$ cat src/rtl/dmem_arb_pkg.sv
// rtl/dmem_arb_pkg.sv - shared types and constants for the data-memory arbiter
package dmem_arb_pkg;

  typedef enum logic [1:0] {
    IDLE = 2'd0,
    XFER = 2'd1,
    CAPT = 2'd2,
    DONE = 2'd3
  } state_t;

  localparam int BEATS = 4;

  typedef enum logic {
    REQ0 = 1'b0,
    REQ1 = 1'b1
  } req_id_t;

endpackage

$ cat src/rtl/dmem_arbiter_if.sv
// rtl/dmem_arbiter_if.sv - requester, memory-port and status signals of dmem_arbiter
interface dmem_arbiter_if #(
  parameter int ADDR_W = 8,
  parameter int DATA_W = 32,
  parameter int BYTE_W = 8
);
  logic              r0_req;
  logic              r0_we;
  logic [ADDR_W-1:0] r0_addr;
  logic [DATA_W-1:0] r0_wdata;
  logic              r0_gnt;
  logic              r0_done;
  logic [DATA_W-1:0] r0_rdata;

  logic              r1_req;
  logic              r1_we;
  logic [ADDR_W-1:0] r1_addr;
  logic [DATA_W-1:0] r1_wdata;
  logic              r1_gnt;
  logic              r1_done;
  logic [DATA_W-1:0] r1_rdata;

  logic              mem_en;
  logic              mem_we;
  logic [ADDR_W-1:0] mem_addr;
  logic [BYTE_W-1:0] mem_wdata;
  logic [BYTE_W-1:0] mem_rdata;
  logic              busy;

  modport slave (
    input  r0_req, r0_we, r0_addr, r0_wdata,
    input  r1_req, r1_we, r1_addr, r1_wdata,
    input  mem_rdata,
    output r0_gnt, r0_done, r0_rdata,
    output r1_gnt, r1_done, r1_rdata,
    output mem_en, mem_we, mem_addr, mem_wdata,
    output busy
  );

  modport master (
    output r0_req, r0_we, r0_addr, r0_wdata,
    output r1_req, r1_we, r1_addr, r1_wdata,
    output mem_rdata,
    input  r0_gnt, r0_done, r0_rdata,
    input  r1_gnt, r1_done, r1_rdata,
    input  mem_en, mem_we, mem_addr, mem_wdata,
    input  busy
  );
endinterface

$ cat src/rtl/rr_arbiter2.sv
// rtl/rr_arbiter2.sv - combinational two-way round-robin pick; pointer is held by the parent
module rr_arbiter2
  import dmem_arb_pkg::*;
(
  input  logic [1:0] i_req,
  input  req_id_t    i_ptr,
  output logic [1:0] o_grant,
  output req_id_t    o_winner
);

  always_comb begin
    o_winner = REQ0;
    if (i_req == 2'b11) begin
      o_winner = i_ptr;
    end else if (i_req[1]) begin
      o_winner = REQ1;
    end
    o_grant = 2'b00;
    if (|i_req) begin
      o_grant = (o_winner == REQ1) ? 2'b10 : 2'b01;
    end
  end

endmodule

$ cat src/rtl/dmem_arbiter.sv
// rtl/dmem_arbiter.sv - shares a byte-wide memory between two word requesters, four little-endian beats per access
module dmem_arbiter
  import dmem_arb_pkg::*;
#(
  parameter int ADDR_W = 8,
  parameter int DATA_W = 32,
  parameter int BYTE_W = 8
) (
  input logic           clock,
  input logic           reset,
  dmem_arbiter_if.slave bus
);

  state_t              r_state;
  logic [1:0]          r_beat;
  req_id_t             r_ptr;
  req_id_t             r_owner;
  logic                r_we;
  logic [ADDR_W-1:0]   r_addr;
  logic [DATA_W-1:0]   r_wdata;
  logic [DATA_W-BYTE_W-1:0] r_buf;
  logic [DATA_W-1:0]   r_rdata0;
  logic [DATA_W-1:0]   r_rdata1;

  logic [1:0]          w_req;
  logic [1:0]          w_grant;
  req_id_t             w_winner;
  logic                w_idle;
  logic                w_xfer;
  logic [BYTE_W-1:0]   w_wbyte;

  assign w_req = {bus.r1_req, bus.r0_req};

  rr_arbiter2 u_rr (
    .i_req    (w_req),
    .i_ptr    (r_ptr),
    .o_grant  (w_grant),
    .o_winner (w_winner)
  );

  always_comb begin
    w_wbyte = '0;
    case (r_beat)
      2'd0: w_wbyte = r_wdata[0*BYTE_W +: BYTE_W];
      2'd1: w_wbyte = r_wdata[1*BYTE_W +: BYTE_W];
      2'd2: w_wbyte = r_wdata[2*BYTE_W +: BYTE_W];
      2'd3: w_wbyte = r_wdata[3*BYTE_W +: BYTE_W];
      default: w_wbyte = '0;
    endcase
  end

  always_ff @(posedge clock or posedge reset) begin
    if (reset) begin
      r_state  <= IDLE;
      r_beat   <= 2'd0;
      r_ptr    <= REQ0;
      r_owner  <= REQ0;
      r_we     <= 1'b0;
      r_addr   <= '0;
      r_wdata  <= '0;
      r_buf    <= '0;
      r_rdata0 <= '0;
      r_rdata1 <= '0;
    end else begin
      case (r_state)
        IDLE: begin
          if (|w_req) begin
            r_owner <= w_winner;
            r_we    <= (w_winner == REQ1) ? bus.r1_we    : bus.r0_we;
            r_addr  <= (w_winner == REQ1) ? bus.r1_addr  : bus.r0_addr;
            r_wdata <= (w_winner == REQ1) ? bus.r1_wdata : bus.r0_wdata;
            r_ptr   <= (w_winner == REQ1) ? REQ0 : REQ1;
            r_beat  <= 2'd0;
            r_state <= XFER;
          end
        end
        XFER: begin
          // read data lags the strobe by one cycle, so beat n lands byte n-1
          if (!r_we) begin
            case (r_beat)
              2'd1: r_buf[0*BYTE_W +: BYTE_W] <= bus.mem_rdata;
              2'd2: r_buf[1*BYTE_W +: BYTE_W] <= bus.mem_rdata;
              2'd3: r_buf[2*BYTE_W +: BYTE_W] <= bus.mem_rdata;
              default: ;
            endcase
          end
          r_beat <= r_beat + 2'd1;
          if (r_beat == 2'(BEATS - 1)) begin
            r_state <= r_we ? DONE : CAPT;
          end
        end
        CAPT: begin
          if (r_owner == REQ1) begin
            r_rdata1 <= {bus.mem_rdata, r_buf};
          end else begin
            r_rdata0 <= {bus.mem_rdata, r_buf};
          end
          r_state <= DONE;
        end
        DONE: begin
          r_state <= IDLE;
        end
        default: r_state <= IDLE;
      endcase
    end
  end

  assign w_idle = (r_state == IDLE);
  assign w_xfer = (r_state == XFER);

  // grant is combinational in IDLE; reset masks it so every output is low while reset is held
  assign bus.r0_gnt   = w_idle & ~reset & w_grant[0];
  assign bus.r1_gnt   = w_idle & ~reset & w_grant[1];
  assign bus.r0_done  = (r_state == DONE) & (r_owner == REQ0);
  assign bus.r1_done  = (r_state == DONE) & (r_owner == REQ1);
  assign bus.r0_rdata = r_rdata0;
  assign bus.r1_rdata = r_rdata1;

  assign bus.mem_en    = w_xfer;
  assign bus.mem_we    = w_xfer & r_we;
  assign bus.mem_addr  = w_xfer ? (r_addr + ADDR_W'(r_beat)) : '0;
  assign bus.mem_wdata = w_xfer ? w_wbyte : '0;
  assign bus.busy      = ~w_idle;

endmodule

$ cat src/flat_wrapper.sv
// flat-port wrapper written by rule: the top's interface ports become plain ports
module dmem_arbiter_flat import dmem_arb_pkg::*;
#(
  parameter int ADDR_W = 8,
  parameter int DATA_W = 32,
  parameter int BYTE_W = 8
)
  (clock, reset, bus_r0_req, bus_r0_we, bus_r0_addr, bus_r0_wdata, bus_r1_req, bus_r1_we, bus_r1_addr, bus_r1_wdata, bus_mem_rdata, bus_r0_gnt, bus_r0_done, bus_r0_rdata, bus_r1_gnt, bus_r1_done, bus_r1_rdata, bus_mem_en, bus_mem_we, bus_mem_addr, bus_mem_wdata, bus_busy);
  dmem_arbiter_if #(.ADDR_W(ADDR_W), .DATA_W(DATA_W), .BYTE_W(BYTE_W)) bus_i ();
  input logic clock;
  input logic reset;
  input wire logic [$bits(bus_i.r0_req)-1:0] bus_r0_req;
  input wire logic [$bits(bus_i.r0_we)-1:0] bus_r0_we;
  input wire logic [$bits(bus_i.r0_addr)-1:0] bus_r0_addr;
  input wire logic [$bits(bus_i.r0_wdata)-1:0] bus_r0_wdata;
  input wire logic [$bits(bus_i.r1_req)-1:0] bus_r1_req;
  input wire logic [$bits(bus_i.r1_we)-1:0] bus_r1_we;
  input wire logic [$bits(bus_i.r1_addr)-1:0] bus_r1_addr;
  input wire logic [$bits(bus_i.r1_wdata)-1:0] bus_r1_wdata;
  input wire logic [$bits(bus_i.mem_rdata)-1:0] bus_mem_rdata;
  output wire logic [$bits(bus_i.r0_gnt)-1:0] bus_r0_gnt;
  output wire logic [$bits(bus_i.r0_done)-1:0] bus_r0_done;
  output wire logic [$bits(bus_i.r0_rdata)-1:0] bus_r0_rdata;
  output wire logic [$bits(bus_i.r1_gnt)-1:0] bus_r1_gnt;
  output wire logic [$bits(bus_i.r1_done)-1:0] bus_r1_done;
  output wire logic [$bits(bus_i.r1_rdata)-1:0] bus_r1_rdata;
  output wire logic [$bits(bus_i.mem_en)-1:0] bus_mem_en;
  output wire logic [$bits(bus_i.mem_we)-1:0] bus_mem_we;
  output wire logic [$bits(bus_i.mem_addr)-1:0] bus_mem_addr;
  output wire logic [$bits(bus_i.mem_wdata)-1:0] bus_mem_wdata;
  output wire logic [$bits(bus_i.busy)-1:0] bus_busy;
  assign bus_i.r0_req = bus_r0_req;
  assign bus_i.r0_we = bus_r0_we;
  assign bus_i.r0_addr = bus_r0_addr;
  assign bus_i.r0_wdata = bus_r0_wdata;
  assign bus_i.r1_req = bus_r1_req;
  assign bus_i.r1_we = bus_r1_we;
  assign bus_i.r1_addr = bus_r1_addr;
  assign bus_i.r1_wdata = bus_r1_wdata;
  assign bus_i.mem_rdata = bus_mem_rdata;
  assign bus_r0_gnt = bus_i.r0_gnt;
  assign bus_r0_done = bus_i.r0_done;
  assign bus_r0_rdata = bus_i.r0_rdata;
  assign bus_r1_gnt = bus_i.r1_gnt;
  assign bus_r1_done = bus_i.r1_done;
  assign bus_r1_rdata = bus_i.r1_rdata;
  assign bus_mem_en = bus_i.mem_en;
  assign bus_mem_we = bus_i.mem_we;
  assign bus_mem_addr = bus_i.mem_addr;
  assign bus_mem_wdata = bus_i.mem_wdata;
  assign bus_busy = bus_i.busy;
  dmem_arbiter #(.ADDR_W(ADDR_W), .DATA_W(DATA_W), .BYTE_W(BYTE_W)) u_core (.clock(clock), .reset(reset), .bus(bus_i));
endmodule
$ cat config.mk
export PLATFORM = sky130hd
export DESIGN_NAME = dmem_arbiter_flat
export DESIGN_NICKNAME = d
export VERILOG_FILES = /design/src/rtl/dmem_arb_pkg.sv /design/src/rtl/dmem_arbiter_if.sv /design/src/rtl/rr_arbiter2.sv /design/src/rtl/dmem_arbiter.sv /design/src/flat_wrapper.sv
export SDC_FILE = /design/constraint.sdc
export NUM_CORES = 1
export LEC_CHECK = 0
export BUFFER_PORTS_ARGS = -buffer_cell sky130_fd_sc_hd__buf_2
export CORE_AREA = 4 4 146 148
export CTS_CLUSTER_SIZE = 25
export DETAILED_ROUTE_END_ITERATION = 10
export DIE_AREA = 0 0 150 152
export SLEW_MARGIN = 20
export SYNTH_ARGS = -nofsm -noshare
export SYNTH_HDL_FRONTEND = slang
export SYNTH_SLANG_ARGS = --single-unit
$ cat constraint.sdc
create_clock -name clock -period 6.85 [get_ports clock]
set_input_delay 1.7125 -clock clock [delete_from_list [all_inputs] [get_ports clock]]
set_output_delay 1.7125 -clock clock [all_outputs]
set_load 0.01 [all_outputs]
# Word level (Yosys, flattened, before mapping)
# Cells that the tools add are included.
# W data, S select, Z words.
[word_totals] in_bits=94 out_inout_bits=87 reg_bits=135
[classes] n_reduce_logical=12 bitwise_logic=10 n_addsub=2 mux=17 eq_ne=9
[op_table] cell="$mux W32" count=1
[op_table] cell="$pmux W8 S4" count=1
[op_table] cell="$mux W8" count=3
[op_table] cell="$eq A2 B2 Y1 const B" count=5
[op_table] cell="$mux W2" count=5
[op_table] cell="$reduce_and A2 Y1" count=5
[op_table] cell="$reduce_and A3 Y1" count=3
[op_table] cell="$add A8 B2 Y8" count=1
[op_table] cell="$pmux W2 S4" count=1
[op_table] cell="$and A1 B1 Y1" count=6
[op_table] cell="$mux W1" count=5
[op_table] cell="$eq A2 B1 Y1 const B" count=2
[op_table] cell="$logic_not A2 Y1" count=2
[op_table] cell="$ne A2 B2 Y1 const B" count=2
[op_table] cell="$not A1 Y1" count=4
[op_table] cell="$pmux W2 S2" count=1
[op_table] cell="$add A2 B1 Y2 const B" count=1
[op_table] cell="$reduce_bool A2 Y1" count=1
[op_table] cell="$reduce_or A2 Y1" count=1

# Logic depth before layout (Yosys ltp)
# Gate-level depths: netlist of run 1.
[depth] ltp_word=5 depth_mapped=7 depth_no_buf=5

# Cells and area by module
# Synthesis of run 1 repeated with hierarchy kept, for this count alone.
[unflattened] cells_unflattened=482 area_unflattened_um2=6023.3
[modules_own_cells] module="dmem_arbiter" cells_each=478 n_inst=1 area_each_um2=5997.0
[modules_own_cells] module="rr_arbiter2" cells_each=4 n_inst=1 area_each_um2=26.3

# Worst setup path after synthesis of run 1
# No wires, ideal clock.
[synth_path] kind="input to output" start="input reset" end="output bus_r1_gnt" slack_ns=0.189 path_buffers=0 stages=2 arrival_time_ns=4.949 cell_sequence="inv_1 -> and2_1"
[synth_between] elab_chain_cells=3
[synth_lines] item="start, declared" line="flat_wrapper.sv:11" text="input logic reset;"
[synth_lines] item="$not A1 Y1" line="dmem_arbiter.sv:113" text="assign bus.r1_gnt = w_idle & ~reset & w_grant[1];"
[synth_lines] item="$and A1 B1 Y1 (2 in a row)" line="dmem_arbiter.sv:113"
[synth_lines] item="end, declared" line="flat_wrapper.sv:24" text="output wire logic [$bits(bus_i.r1_gnt)-1:0] bus_r1_gnt;"
# Every way passes these cells.

# Worst setup path after layout of run 1
[layout_path] start="input bus_r1_req" end="output bus_r0_gnt"
[layout_between] elab_chain_cells=5 elab_cells_between_ends=7
[layout_lines] item="start, declared" line="flat_wrapper.sv:16" text="input wire logic [$bits(bus_i.r1_req)-1:0] bus_r1_req;"
[layout_lines] item="$eq A2 B2 Y1 or $mux W1 (tied branches)" line="rr_arbiter2.sv:13, rr_arbiter2.sv:15"
[layout_lines] item="$mux W1" line="rr_arbiter2.sv:13" text="if (i_req == 2'b11) begin"
[layout_lines] item="$mux W2" line="rr_arbiter2.sv:20" text="o_grant = (o_winner == REQ1) ? 2'b10 : 2'b01;"
[layout_lines] item="$mux W2 (*)" line="rr_arbiter2.sv:19" text="if (|i_req) begin"
[layout_lines] item="$and A1 B1 Y1 (*)" line="dmem_arbiter.sv:112" text="assign bus.r0_gnt = w_idle & ~reset & w_grant[0];"
[layout_lines] item="end, declared" line="flat_wrapper.sv:21" text="output wire logic [$bits(bus_i.r0_gnt)-1:0] bus_r0_gnt;"
# Every way passes the cells marked *; elsewhere a longest branch is shown, timed or not.

==> out/results.tsv, run 1 <==
stage	metric	value	unit
floorplan	placementRows	52	
critical_path	path_cells	buf_2 -> nand2_2 -> nand2_1 -> nor2_1 -> buf_2	
sta	slew-limit-headroom	41.1	%
synth	ys.flop_type	dfrtp_1	
routing	vias	4318	
synth	syn_inst	447	
synth	synthAdderAreaFrac	2.67	%
final_layout	final_common_cell	buf_2	
synth	asyncSetResetFlopFracSynth	100	%
sta	finalMaxSlewViolations	0	
sta	post-route-period-util	65.1	%
sta	hold_viol	0	
place	gp_congestion	0.747	
clock_network	holdBufCountCts	0	
synth	synth_seq_area_share	57.2	%
global_routing	grt_start_max_net_pins	72	
critical_path	crit_required	5.14	ns
synth	synth_top_area_share	57.2	%
clock_network	ctsResizeCount	0	
global_routing	globalRouteTotalUtil	13.8	%
global_routing	antenna_found_initial	0	
floorplan	pin_count	181	
clock_network	cts_setup_buffers	0	
clock_network	htreeDepth	4	
final_layout	layout.nets	726	
clock_network	clk_pin_slew	0.06	ns
final_layout	num-fill-cells	1992	
min_path	hold_path_class	reg2reg	
sta	skew	0.00752	ns
synth	yosysUniqueCellTypes	41	
routing	drtPass1Iterations	4	
routing	vias_per_cell	4.77	
critical_path	path_buf_inv	2	
sta	fin_crit	4.46	ns
final_layout	fin_cells	905	
floorplan	core	0.0200	mm2
final_layout	area_growth	31.1	%
synth	synth_enable_flop_cells	0	
clock_network	clock_latency	0.41	ns
pwr	vdd_ir_drop_max	0.178	mV
synth	synthSimpleGateAreaFrac	8.74	%
critical_path	slowest_stage	nand2_2	
clock_network	clockRootBuffer	clkbuf_16	
synth	syn_nets	553	
floorplan	die_h	152	um
global_routing	grt.overflow.total	0	
routing	antenna_left	0	
critical_path	worstSetupStartpointType	primary input	
final_layout	ff_latch_area	0.00338	mm2
sta	tns	0	ns
critical_path	crit_family	simple AND/OR/NAND/NOR gates	
run	maxCapViolations	0	
final_layout	layout_common_cells	buf_2, dfrtp_1, mux2_2	
global_routing	grt_pass1_vias	4410	
place	place_hpwl	11000	um
critical_path	cp.arrival	2.74	ns
floorplan	initial_core_util	29.5	%
place	io_buffers	180	
clock_network	cts_buffers	17	
clock_network	clockBufferDepth	2	
floorplan	die_w	150	um
synth	synth.area.top_cells	dfrtp_1, mux2_2, a221o_1	
final_layout	layout-drive-gt1-share	49.3	%
synth	synthMuxAreaShare	17.0	%
floorplan	fp.dieArea	0.0228	mm2
synth	yosys_register_bits	135	
critical_path	setup.worst_path.class	in2out	
synth	synth_top_cell_by_area	dfrtp_1	
synth	synth_top_family_by_area	multiplexers	
final_layout	multi_input_area	0.00238	mm2
synth	avgSynthCellArea	13.2	um2
clock_network	cts_sinks	135	
synth	netlist_area	0.00591	mm2
pwr	p_leak	0.00376	uW
routing	drt-initial-drc-count	171	
sta	setup_viol	0	
routing	drt-total-wl	15800	um
synth	synth_compound_area_share	11.2	%
sta	rsz0062_at_grt	no	
routing	wl_per_cell	17.5	um
synth	synth_xor_area_share	0.296	%
place	dp_cells	871	
critical_path	crit_top_cell	buf_2	
clock_network	cts_tree	built	
critical_path	cp-end-kind	output port	
pwr	powerDensity	508	mW/mm2
sta	max_freq	224	MHz
critical_path	cp_max_fo	42	
sta	worstMarginPinSlew	0.884	ns
routing	drc	0	
critical_path	cp_slowest_stage_delay	0.50	ns
global_routing	grt_pass1_wl	24600	um
status	outcome	finished clean	
synth	ys_warn_count	0	
[flip-flops by register name, summed over array words and instances, names as in the netlist, 2 cells and up]
| name | flops |
|---|---|
| u_core.bus.r0_rdata | 32 |
| u_core.bus.r1_rdata | 32 |
| u_core.r_addr | 8 |
| u_core.r_beat | 2 |
| u_core.r_buf | 24 |
| u_core.r_state | 2 |
| u_core.r_wdata | 32 |
[path summary, 6_finish.rpt]
kind / startpoint / to / slack (ns) / cells after the start
worst max-delay path: bus_r1_req / bus_r0_gnt / 2.39 / 5
worst min register to register: u_core.bus.r0_rdata[24] / u_core.bus.r0_rdata[24] / 0.49 / 1
worst max register to register: u_core.r_state[1] / u_core.r_beat[1] / 4.86 / 5
max in group asynchronous: reset / u_core.r_wdata[30] / 4.10 / 3
min in group asynchronous: reset / u_core.r_ptr / 1.39 / 2
worst min-delay path: u_core.bus.r0_rdata[24] / u_core.bus.r0_rdata[24] / 0.49 / 1
[routing by layer]
metal  routed length, um  global-route usage [%]  share of wire [%]
met2                7000                    20.4                 44
met5                   0                       0                  0
met1                7420                    19.4                 47
met3                1210                    4.32                7.6
met4                 197                    3.92                1.2
[cell type report]
cell class / instances / area share (%)
diodes: 2 / 0.0646
clock buffers: 20 / 6.02
clock inverters: 12 / 2.41
inverters: 11 / 0.597
multi-input cells: 271 / 30.7
flip-flops and latches: 135 / 43.6
well taps: 270 / 4.36
repair buffers: 184 / 12.3
[synthesized netlist by cell type, types with 3 or more instances]
library cell and count:
dfrtp_1 135, mux2_2 87, and3_1 41, a221o_1 40
nand2_1 19, buf_2 15, nor2_1 14, clkbuf_1 13
ha_1 11, inv_1 10, a222oi_1 8, o21a_1 8
a21oi_1 5, and2_1 5, nand3_1 3, o21ai_0 3
[per-stage QoR]
stage | utilization [%] | instance area (um2) | hold WS, ns | power (uW) | setup WS (ns)
final | 38.7 | 7750 | 0.486 | 3930 | 2.39
after global routing | 38.6 | 7740 | 0.507 | 4190 | 2.27
after global placement | 35.2 | 7060 | 0.472 | 2910 | 2.06
after CTS | 38.6 | 7740 | 0.492 | 3990 | 2.04
after floorplan | - | 5910 | 0.468 | 2420 | 0.189
after detailed placement | 35.4 | 7090 | 0.477 | 2970 | 2.05
[cells by family after synthesis]
logic type | Yosys count
AOI/OAI and AO/OA | 74
DFF | 135
buffers and inverters | 41
adders and majority gates | 12
and+or+nand+nor | 94
xor gates and xnor gates | 2
muxes | 89
[power breakdown]
| group | switching (uW) | total [uW] | internal (uW) |
|---|---|---|---|
| Sequential | 261 | 1470 | 1210 |
| Combinational | 706 | 1460 | 753 |
| Clock | 360 | 1000 | 645 |
Note: power is estimated with default switching activity, not from simulation.
==> run 2: changes to the inputs <==
Clock period 6.85 ns to 4.7 ns, I/O delays scaled along.
==> run 2 against run 1 <==
  * Clock power rose by 43%
  * Via count rose by 0.88%
  * Power rose by 45%
  * Register-to-register slack got worse by 2.1 ns
  * Critical path depth did not move
  * Sequential power rose by 46%
  * Sequential cell count did not move
  * Utilization barely moved
  * Final area fell by 0.11%
  * Combinational power rose by 46%
  * Critical path type is now reg2out
  * Largest power group unchanged
==> out/results.tsv, run 2 (synthesis results as in run 1) <==
stage	metric	value	unit	change
status	outcome	finished clean		unchanged
min_path	worstHoldStart	u_core.bus.r0_rdata[24]		unchanged
floorplan	placementRows	52		unchanged
place	place_hpwl	11000	um	about the same
critical_path	r2r_end	u_core.r_state[1]		was u_core.r_beat[1]
critical_path	cp.arrival	2.21	ns	was 2.74 ns
global_routing	grt.overflow.total	0		unchanged
place	dp_cells	873		was 871
clock_network	clock_latency	0.42	ns	was 0.41 ns
global_routing	antenna_found_initial	0		unchanged
min_path	hold_path_class	reg2reg		unchanged
critical_path	cp_max_fo	17		was 42
final_layout	final_cell_area	0.00774	mm2	was 0.00775 mm2
final_layout	layout-drive-gt1-share	49.1	%	was 49.3%
clock_network	cts_setup_buffers	0		unchanged
min_path	min_path_cells	1		unchanged
critical_path	setup.worst_path.class	reg2out		was in2out
routing	drtPass1Iterations	4		unchanged
global_routing	grt_start_max_net_pins	74		was 72
routing	vias	4356		was 4318
clock_network	cts_sinks	135		unchanged
min_path	whs_endpoint	u_core.bus.r0_rdata[24]		unchanged
critical_path	slowest_stage	clkinv_1		was nand2_2
final_layout	diodes	0		was 2
sta	skew	0.0116	ns	was 0.00752 ns
place	place_ws	1.42	ns	was 2.05 ns
critical_path	crit_required	3.52	ns	was 5.14 ns
clock_network	ctsResizeCount	0		unchanged
critical_path	timing.rr.start	u_core.r_state[0]		was u_core.r_state[1]
sta	max_freq	295	MHz	
global_routing	globalRouteTotalUtil	13.8	%	about the same
place	gp_congestion	0.765		was 0.747
clock_network	clockBufferDepth	2		unchanged
pwr	p_leak	0.00375	uW	was 0.00376 uW
routing	antenna_left	0		unchanged
clock_network	clockRootBuffer	clkbuf_16		unchanged
critical_path	path_cells	inv_1 -> ha_1 -> clkinv_1 -> a21oi_1 -> buf_2		was buf_2 -> nand2_2 -> nand2_1 -> nor2_1 -> buf_2
final_layout	area_growth	31.0	%	was 31.1%
floorplan	core	0.0200	mm2	unchanged
sta	fin_crit	3.39	ns	
critical_path	cp-end-kind	output port		unchanged
critical_path	worst-r2r-cell-count	5		unchanged
floorplan	die_w	150	um	unchanged
final_layout	num-fill-cells	2027		was 1992
critical_path	rrSetupSlack	2.73	ns	was 4.86 ns
final_layout	layout_common_cells	buf_2, dfrtp_1, mux2_2		unchanged
global_routing	grt_pass1_vias	4516		was 4410
sta	post-route-period-util	72.0	%	
critical_path	worstSetupStartpointType	flip-flop		was primary input
final_layout	layout.nets	728		was 726
clock_network	cts_tree	built		unchanged
place	io_buffers	180		unchanged
sta	worstMarginPinSlew	0.938	ns	was 0.884 ns
routing	wl_per_cell	17.3	um	was 17.5 um
sta	timing.final.ws_setup	1.31	ns	was 2.39 ns
run	maxCapViolations	0		unchanged
clock_network	htreeDepth	4		unchanged
floorplan	initial_core_util	29.5	%	unchanged
pwr	powerDensity	736	mW/mm2	was 508 mW/mm2
sta	slew-limit-headroom	37.4	%	was 41.1%
sta	finalMaxSlewViolations	0		unchanged
floorplan	die_h	152	um	unchanged
place	dpl_cell_area	0.00710	mm2	was 0.00709 mm2
clock_network	clk_pin_slew	0.06	ns	about the same
sta	hold_viol	0		unchanged
pwr	power	5700	uW	was 3930 uW
global_routing	grt_pass1_wl	24800	um	was 24600 um
routing	drc	0		unchanged
final_layout	final_common_cell	buf_2		unchanged
sta	rsz0062_at_grt	no		unchanged
routing	vias_per_cell	4.82		was 4.77
final_layout	fin_cells	904		was 905
floorplan	fp.dieArea	0.0228	mm2	unchanged
clock_network	holdBufCountCts	0		unchanged
sta	setup_viol	0		unchanged
clock_network	cts_buffers	17		unchanged
pwr	vdd_ir_drop_max	0.348	mV	was 0.178 mV
routing	drt-initial-drc-count	167		was 171
critical_path	cp_slowest_stage_delay	0.48	ns	was 0.50 ns
floorplan	pin_count	181		unchanged
routing	drt-total-wl	15600	um	was 15800 um
==> run 2: cell types whose count changed in the layout (fill, tap and decap cells not counted) <==
cell / change
buf_4: +2
clkbuf_1: +1
clkinvlp_4: +2
nand2_1: +1
inv_6: -4
diode_2: -2
nand2_2: -1
==> run 2: cell type report <==
cell class	count	area (um2)	area share (%)
Clock buffer	21	470	6.08
Clock inverter	10	168	2.17
Inverter	11	45.0	0.582
Multi-Input combinational cell	271	2380	30.7
Sequential cell	135	3380	43.6
Tap cell	270	338	4.36
Timing Repair Buffer	186	966	12.5
==> run 2: metrics by stage <==
stage / hold slack [ns] / setup TNS (ns) / util (%)
3_3_place_gp: 0.470 / 0 / 35.3
2_1_floorplan: 0.468 / -0.0561 / -
5_1_grt: 0.504 / 0 / 38.6
6_report: 0.494 / 0 / 38.6
4_1_cts: 0.496 / 0 / 38.6
3_5_place_dp: 0.484 / 0 / 35.4
==> run 2: worst max path at each step <==
stage / cells past startpoint / slack [ns] / start / to
after CTS: 6 / 1.28 / u_core.r_beat[1] / bus_mem_wdata[5]
after detailed placement: 5 / 1.42 / bus_r0_req / bus_r0_gnt
final: 5 / 1.31 / u_core.r_state[1] / bus_mem_addr[6]
after floorplan: 2 / -0.06 / reset / bus_r1_gnt
after global placement: 5 / 1.43 / bus_r0_req / bus_r0_gnt
after global routing: 5 / 1.08 / u_core.r_state[1] / bus_mem_addr[6]
==> run 2: where the power goes <==
group / switching (uW) / internal [uW]
clock: 501 / 931
combinational: 1030 / 1100
sequential: 376 / 1760
total: 1910 / 3790
==> run 2: critical path: cells and delay by family (launching register included) <==
family / cells / cell delay (ns)
AO/OA/AOI/OAI: 1 / 0.31
adder cells (fa/ha/maj): 1 / 0.31
buffers and inverters: 3 / 0.76
flip-flops: 1 / 0.42
==> run 2: metal layers <==
metal	part of all wire, %	global-route usage [%]	vias up	wire length, um
li1	-	-	2024	-
met1	45	18.8	2131	7040
met2	45	21.1	188	7000
met3	9.2	4.77	13	1440
met4	0.81	3.31	0	126
met5	0	0	-	0
